--- config.mk ---
export PLATFORM = sky130hd
export DESIGN_NAME = mult_arb
export DESIGN_NICKNAME = d
export VERILOG_FILES = /design/src/rtl/mult_arb.sv
export SDC_FILE = /design/constraint.sdc
export NUM_CORES = 1
export LEC_CHECK = 0
export CORE_UTILIZATION = 59
export DETAILED_ROUTE_END_ITERATION = 8
export PLACE_DENSITY = 0.79
export REMOVE_ABC_BUFFERS = 1
export SETUP_SLACK_MARGIN = 0.05
export SLEW_MARGIN = 20
export SYNTH_ARGS = -nofsm -noshare
export SYNTH_HDL_FRONTEND = slang
export SYNTH_SLANG_ARGS = --single-unit
--- constraint.sdc ---
create_clock -name sys_clk -period 9.1 [get_ports sys_clk]
set_input_delay 0.91 -clock sys_clk [delete_from_list [all_inputs] [get_ports sys_clk]]
set_output_delay 0.91 -clock sys_clk [all_outputs]
set_load 0.01 [all_outputs]
--- src/rtl/mult_arb.sv ---
// Two-requester multiply/accumulate unit sharing one 16x16 multiplier.
// Round-robin grant, fixed 2-cycle latency from grant to rvalid, one 32-bit accumulator per requester.

module mp16 #(
    parameter int DATA_W = 16,
    parameter int COEF_W = 16
) (
    input  logic [DATA_W-1:0]        a,
    input  logic [COEF_W-1:0]        b,
    input  logic                     sign,
    output logic [DATA_W+COEF_W-1:0] p
);
    localparam int PW = DATA_W + COEF_W;

    logic signed [PW-1:0] a_ext;
    logic signed [PW-1:0] b_ext;
    logic signed [PW-1:0] p_s;

    // Extending both operands to full width makes the low PW product bits exact for either signedness.
    assign a_ext = {{COEF_W{sign & a[DATA_W-1]}}, a};
    assign b_ext = {{DATA_W{sign & b[COEF_W-1]}}, b};
    assign p_s   = a_ext * b_ext;
    assign p     = p_s;
endmodule

module mult_arb #(
    parameter int DATA_W = 16,
    parameter int COEF_W = 16
) (
    input  logic                     sys_clk,
    input  logic                     reset,
    input  logic                     req0,
    input  logic                     req1,
    input  logic [DATA_W-1:0]        a0,
    input  logic [DATA_W-1:0]        a1,
    input  logic [COEF_W-1:0]        b0,
    input  logic [COEF_W-1:0]        b1,
    input  logic                     sign0,
    input  logic                     sign1,
    input  logic                     acc0,
    input  logic                     acc1,
    input  logic                     acc_clr0,
    input  logic                     acc_clr1,
    output logic                     gnt0,
    output logic                     gnt1,
    output logic [DATA_W+COEF_W-1:0] res,
    output logic                     rvalid0,
    output logic                     rvalid1
);
    localparam int RW = DATA_W + COEF_W;

    logic              prio;
    logic              vld_p0;
    logic [DATA_W-1:0] a_p0;
    logic [COEF_W-1:0] b_p0;
    logic              sign_p0;
    logic              acc_p0;

    logic              vld_p1;
    logic              tag_p1;
    logic [DATA_W-1:0] a_p1;
    logic [COEF_W-1:0] b_p1;
    logic              sign_p1;
    logic              acc_p1;
    logic [RW-1:0]     prod_p1;
    logic [RW-1:0]     base_p1;
    logic [RW-1:0]     sum_p1;

    logic [RW-1:0]     accum0;
    logic [RW-1:0]     accum1;

    function automatic logic [RW-1:0] acc_wrap(input logic add, input logic [RW-1:0] base,
                                               input logic [RW-1:0] prod);
        return add ? base + prod : prod;
    endfunction

    // Stage 0: round-robin grant; prio names the requester favoured on a collision
    assign gnt0    = !reset && req0 && (!req1 || !prio);
    assign gnt1    = !reset && req1 && (!req0 ||  prio);
    assign vld_p0  = gnt0 || gnt1;
    assign a_p0    = gnt1 ? a1    : a0;
    assign b_p0    = gnt1 ? b1    : b0;
    assign sign_p0 = gnt1 ? sign1 : sign0;
    assign acc_p0  = gnt1 ? acc1  : acc0;

    always_ff @(posedge sys_clk) begin
        if (vld_p0) begin
            a_p1    <= a_p0;
            b_p1    <= b_p0;
            sign_p1 <= sign_p0;
            acc_p1  <= acc_p0;
        end
    end

    // Stage 1 -> 2: multiply and accumulate in one cycle so same-requester chains never stall
    mp16 #(
        .DATA_W(DATA_W),
        .COEF_W(COEF_W)
    ) u_mp16 (
        .a   (a_p1),
        .b   (b_p1),
        .sign(sign_p1),
        .p   (prod_p1)
    );

    assign base_p1 = tag_p1 ? accum1 : accum0;
    assign sum_p1  = acc_wrap(acc_p1, base_p1, prod_p1);

    always_ff @(posedge sys_clk or posedge reset) begin
        if (reset) begin
            prio    <= 1'b0;
            vld_p1  <= 1'b0;
            tag_p1  <= 1'b0;
            rvalid0 <= 1'b0;
            rvalid1 <= 1'b0;
            res     <= '0;
            accum0  <= '0;
            accum1  <= '0;
        end else begin
            if (vld_p0) begin
                prio   <= gnt0;
                tag_p1 <= gnt1;
            end
            vld_p1  <= vld_p0;
            rvalid0 <= vld_p1 && !tag_p1;
            rvalid1 <= vld_p1 &&  tag_p1;
            if (vld_p1) res <= sum_p1;
            // A completing result takes priority over a same-cycle clear
            if (vld_p1 && !tag_p1) accum0 <= sum_p1;
            else if (acc_clr0)     accum0 <= '0;
            if (vld_p1 && tag_p1)  accum1 <= sum_p1;
            else if (acc_clr1)     accum1 <= '0;
        end
    end
endmodule

* Yosys cells after proc, flatten, opt, wreduce, memory -nomap -nowiden
Cells that the tools add are included.
** Cells by class
- Bitwise operators :: 2
- Reduce and logical (&&, ||, !) cells :: 16
- Multiplexer cells :: 10
- Multiply operators :: 1
- $add $sub $neg :: 1
** Operators by type and width (count)
- 32-bit 2-to-1 mux :: 6
- 32-bit adder :: 1
- 17-bit by 17-bit multiplier with 32-bit output :: 1
- 16-bit 2-to-1 mux :: 2
- 1-bit logical AND :: 6
- 1-bit zero test :: 5
- 2-bit nonzero test :: 2
- 1-bit logical OR :: 3
- 1-bit AND :: 2
- 1-bit 2-to-1 mux :: 2
** Word-level totals
- Logic and storage cells :: 42
- Bits in registers :: 135

* Longest topological paths before layout
Gate-level depths: netlist of the first run.
- Depth after elaboration :: 5
- Depth in mapped cells :: 35
- Depth with buffers taken out :: 34

* Cells and area by module
Synthesis of the first run repeated with hierarchy kept, for this count alone.
** Unflattened totals
- Cells, all modules :: 1886
- Area, all modules :: 18238.7 µm²
** Modules (own cells, without submodules)
- mp16 :: times used 1, cells each 1190, area each 10665.2 µm²
- mult_arb :: times used 1, cells each 696, area each 7573.5 µm²

* Least setup slack after synthesis of the first run
Ideal clock, no wire load.
- Path type :: register to register
- Start :: register b_p1[2]
- End :: register res[30]
- Library setup time :: 137 ps
- Period minus slack after synthesis :: 7839 ps
- Cell stages (with the launch flop) :: 33
- Arrival :: 7702 ps
- Required time :: 8963 ps
- Setup slack :: 1261 ps
- Cell sequence :: edfxtp_1 > clkbuf_1 > nand2_1 > fa_1 > fa_1 > fa_1 > inv_1 > fa_1 > fa_1 > inv_1 > fa_1 > inv_1 > ha_1 > and4_1 > o21a_2 > a211oi_2 > or2_2 > nor2_1 > nor2_1 > xnor2_1 > ha_1 > a21oi_1 > o21bai_1 > a21o_1 > a21oi_1 > o21ai_0 > inv_1 > o211ai_2 > a2111oi_4 > nor4_1 > or4_1 > a31oi_1 > a21oi_1
** On the way
- Word-level cells in the longest chain between the ends :: 3
** Ends and longest elaborated chain
- start: declaration :: line 62 : logic [COEF_W-1:0] b_p1;
- start signal: assignment :: line 89 : b_p1 <= b_p0;
- 17-bit by 17-bit multiplier with 32-bit output (*) :: line 22 : assign p_s = a_ext * b_ext;
- 32-bit adder :: line 74 : return add ? base + prod : prod;
- 32-bit 2-to-1 mux (*) :: line 74
- end signal: assignment :: line 127 : if (vld_p1) res <= sum_p1;
- end: declaration :: line 46 : output logic [DATA_W+COEF_W-1:0] res,
Mark *: on every way between the ends. The rest lies on a longest branch, timed or not.
A chain may end at the register's enable or synchronous reset.

* Final worst setup path of the first run
- Start :: register b_p1[4]
- End :: register res[30]
Same word-level chain as after synthesis.

==> metrics.txt, run 1 <==
min-delay worst type register to register; wire per inst 18.5 um; Slowest-stage cell, CP edfxtp_1; final WL 43900 um; Final #Nets 2446; Via density 5.71; Place WS 0.269 ns; Tot GR Track Use 29.8%; CP startpoint kind register; die width 178 um; vias in the first global route 14.2k; number of buffers created by CTS 17; Root Driver clkbuf_16; r2r startpoint b_p1[4]; DR pass1 iterations 7; critical path endpoint res[30]; status finished clean; clk buf depth 2; Max Transition Viols Final 0; Synth area leader fa_1; top cells by area, synth fa_1, dfrtp_1, ha_1, inv_1, edfxtp_1; crit-path max FO 17; WS Path Type register to register; chip height 178 um; critical path data required time 9.40 ns; Clk pin slew, worst setup/hold paths 0.06 ns; layout cell share with drive strength beyond 1 8.89%; first-pass GRT wire length 72100 um; Async S/R FF share, synth 74.8%; final worst slack 0.463 ns; reg-to-reg slack, setup 0.46 ns; antenna violations before repair 0; worst-skew pair later-pin latency 0.45 ns; Routed Antenna Nets 0; grt total ovfl 0; Initial Util 60.7%; Final min period 8.64 ns; FF-to-FF End res[30]; CTS sink cnt 135; DRT iter0 DRCs 818; clock skew 0.0167 ns; Synth top area share 31.1%; #FFs+latches synth 135; CP endpoint kind register; cell area after synthesis 0.0182 mm2; Top Ports 110; Seq/Total Area, Yosys 19.5%; FP Rows 63; Achievable Freq 0.116 GHz; Rel. slew slack 39.8%; unrepaired setup endpoints after global routing false; H-tree Lvls 4; synthesized instance count 1887; I/O Buffers 109; worst-margin pin slew 0.902 ns; most used cell, CP fa_1; Distinct cells, synth 74; Final setup viols 0; antenna diode count 0; routability cong. 0.957; crit path DAT 8.94 ns; final period utilization 94.9%; Die Footprint 0.0316 mm2; most common cell after layout, fill and taps aside inv_1; DR vias 13.6k; Synth Warn # 0; CP Launch Point b_p1[4]; final setup TNS 0 ns; max incr delay on CP 0.78 ns; depth of the worst register-to-register path 32; area grow syn2layout 12.5%; Primary FF master, synth dfrtp_1; most frequent cells in the layout inv_1, fa_1, nand2_1; final hold violation count 0; largest net degree at the start of global routing 66; Detailed Place HPWL 33800 um; DRC viols 0; syn avg cell area 9.65 um2; hold_buf cts 0; Post-synth EDFFs 34; core box area 0.0300 mm2; CTS tree done; maxcap violations 0
registers in the layout, summed over array words and instances (netlist names):
| signal | count |
|---|---|
| a_p1 | 16 |
| acc_p1 | 1 |
| accum0 | 32 |
| accum1 | 32 |
| b_p1 | 16 |
| prio | 1 |
| res | 32 |
| rvalid0 | 1 |
| rvalid1 | 1 |
| sign_p1 | 1 |
| tag_p1 | 1 |
| vld_p1 | 1 |
stage by stage:
stage               std cells  instance area [um2]  hold slack (ns)  util [%]
finish                   2380                20500            0.516      68.2
global route             2380                20500            0.536      68.2
CTS                      2355                20200            0.515      67.4
detailed placement       2323                19700            0.498      65.4
global placement         2323                19700            0.492      65.4
floorplan                1806                17900            0.476         -
per-layer routing:
layer	wire length (um)	vias to the layer above	GRT usage (%)
li1	-	6183	-
met1	17700	6799	38.3
met2	22100	497	50.5
met3	2660	105	5.44
met4	1510	0	10.5
met5	0	-	0
worst max-delay path, delay by kind of cell (launching register included):
kind,cells,cell delay [ns]
adders and majority gates,8,3.69
AOI/OAI and AO/OA,11,1.95
and+or+nand+nor,7,1.39
DFF,1,0.78
buffers and inverters,5,0.44
xor gates and xnor gates,1,0.21
Yosys cell counts, drive strengths merged (27+ instances only):
| cell | number |
|---|---|
| ha | 112 |
| and2 | 139 |
| a21oi | 82 |
| xnor2 | 50 |
| mux2 | 62 |
| nand3b | 66 |
| inv | 324 |
| fa | 283 |
| nand2 | 176 |
| dfrtp | 101 |
| edfxtp | 34 |
| nor2 | 73 |
| clkbuf | 73 |
| o21ai | 98 |
| mux2i | 27 |
area by class of cell:
| cell class | count | area (um2) |
|---|---|---|
| fillers | 2255 | 9540 |
| multi-input cells | 1347 | 13200 |
| clock buffers | 20 | 478 |
| repair buffers | 152 | 1450 |
| flip-flops and latches | 135 | 3550 |
| inverters | 324 | 1220 |
| well taps | 390 | 488 |
| clock inverters | 12 | 115 |
worst min-delay path by stage:
stage	from	to	cells after the start	slack, ns
final	accum0[3]	accum0[3]	2	0.52
after global routing	accum0[4]	accum0[4]	2	0.54
after floorplan	accum1[0]	accum1[0]	2	0.48
after detailed placement	accum0[3]	accum0[3]	2	0.50
after global placement	accum1[9]	accum1[9]	2	0.49
after CTS	accum0[3]	accum0[3]	2	0.52
what timing repair did:
| item | in CTS | in global routing |
|---|---|---|
| gates resized for setup | 0 | 3 |
| buffers inserted | 0 | 24 |
| setup endpoints to repair | 0 | 15 |
cell families after synthesis:
group | after synthesis | synth area share, %
and+or+nand+nor | 529 | 15.3
buffers and inverters | 405 | 8.35
adders and majority gates | 395 | 38.8
AOI/OAI and AO/OA | 262 | 9.07
DFF | 135 | 19.5
muxes | 89 | 5.32
xor gates and xnor gates | 72 | 3.65
Power of run 1 is left out: the tool's default activity adds up to more than one toggle a clock period on the data nets, which glitch-free logic cannot reach.
==> inputs of run 2 (changes only) <==
--- a/config.mk
+++ b/config.mk
@@ -7,6 +7,7 @@
 export LEC_CHECK = 0
 export CORE_UTILIZATION = 59
 export DETAILED_ROUTE_END_ITERATION = 8
+export HOLD_SLACK_MARGIN = 0.15
 export PLACE_DENSITY = 0.79
 export REMOVE_ABC_BUFFERS = 1
 export SETUP_SLACK_MARGIN = 0.05
==> results of run 2 <==
Final layout, timing and power as in run 1 (identical DEF).
Power of run 2 is left out for the same reason.
==> inputs of run 3 (changes only) <==
--- a/config.mk
+++ b/config.mk
@@ -6,6 +6,7 @@
 export NUM_CORES = 1
 export LEC_CHECK = 0
 export CORE_UTILIZATION = 59
+export CTS_CLUSTER_SIZE = 28
 export DETAILED_ROUTE_END_ITERATION = 8
 export HOLD_SLACK_MARGIN = 0.15
 export PLACE_DENSITY = 0.79
==> results of run 3 <==
Final layout, timing and power as in run 1 (identical DEF).
Power of run 3 is left out for the same reason.
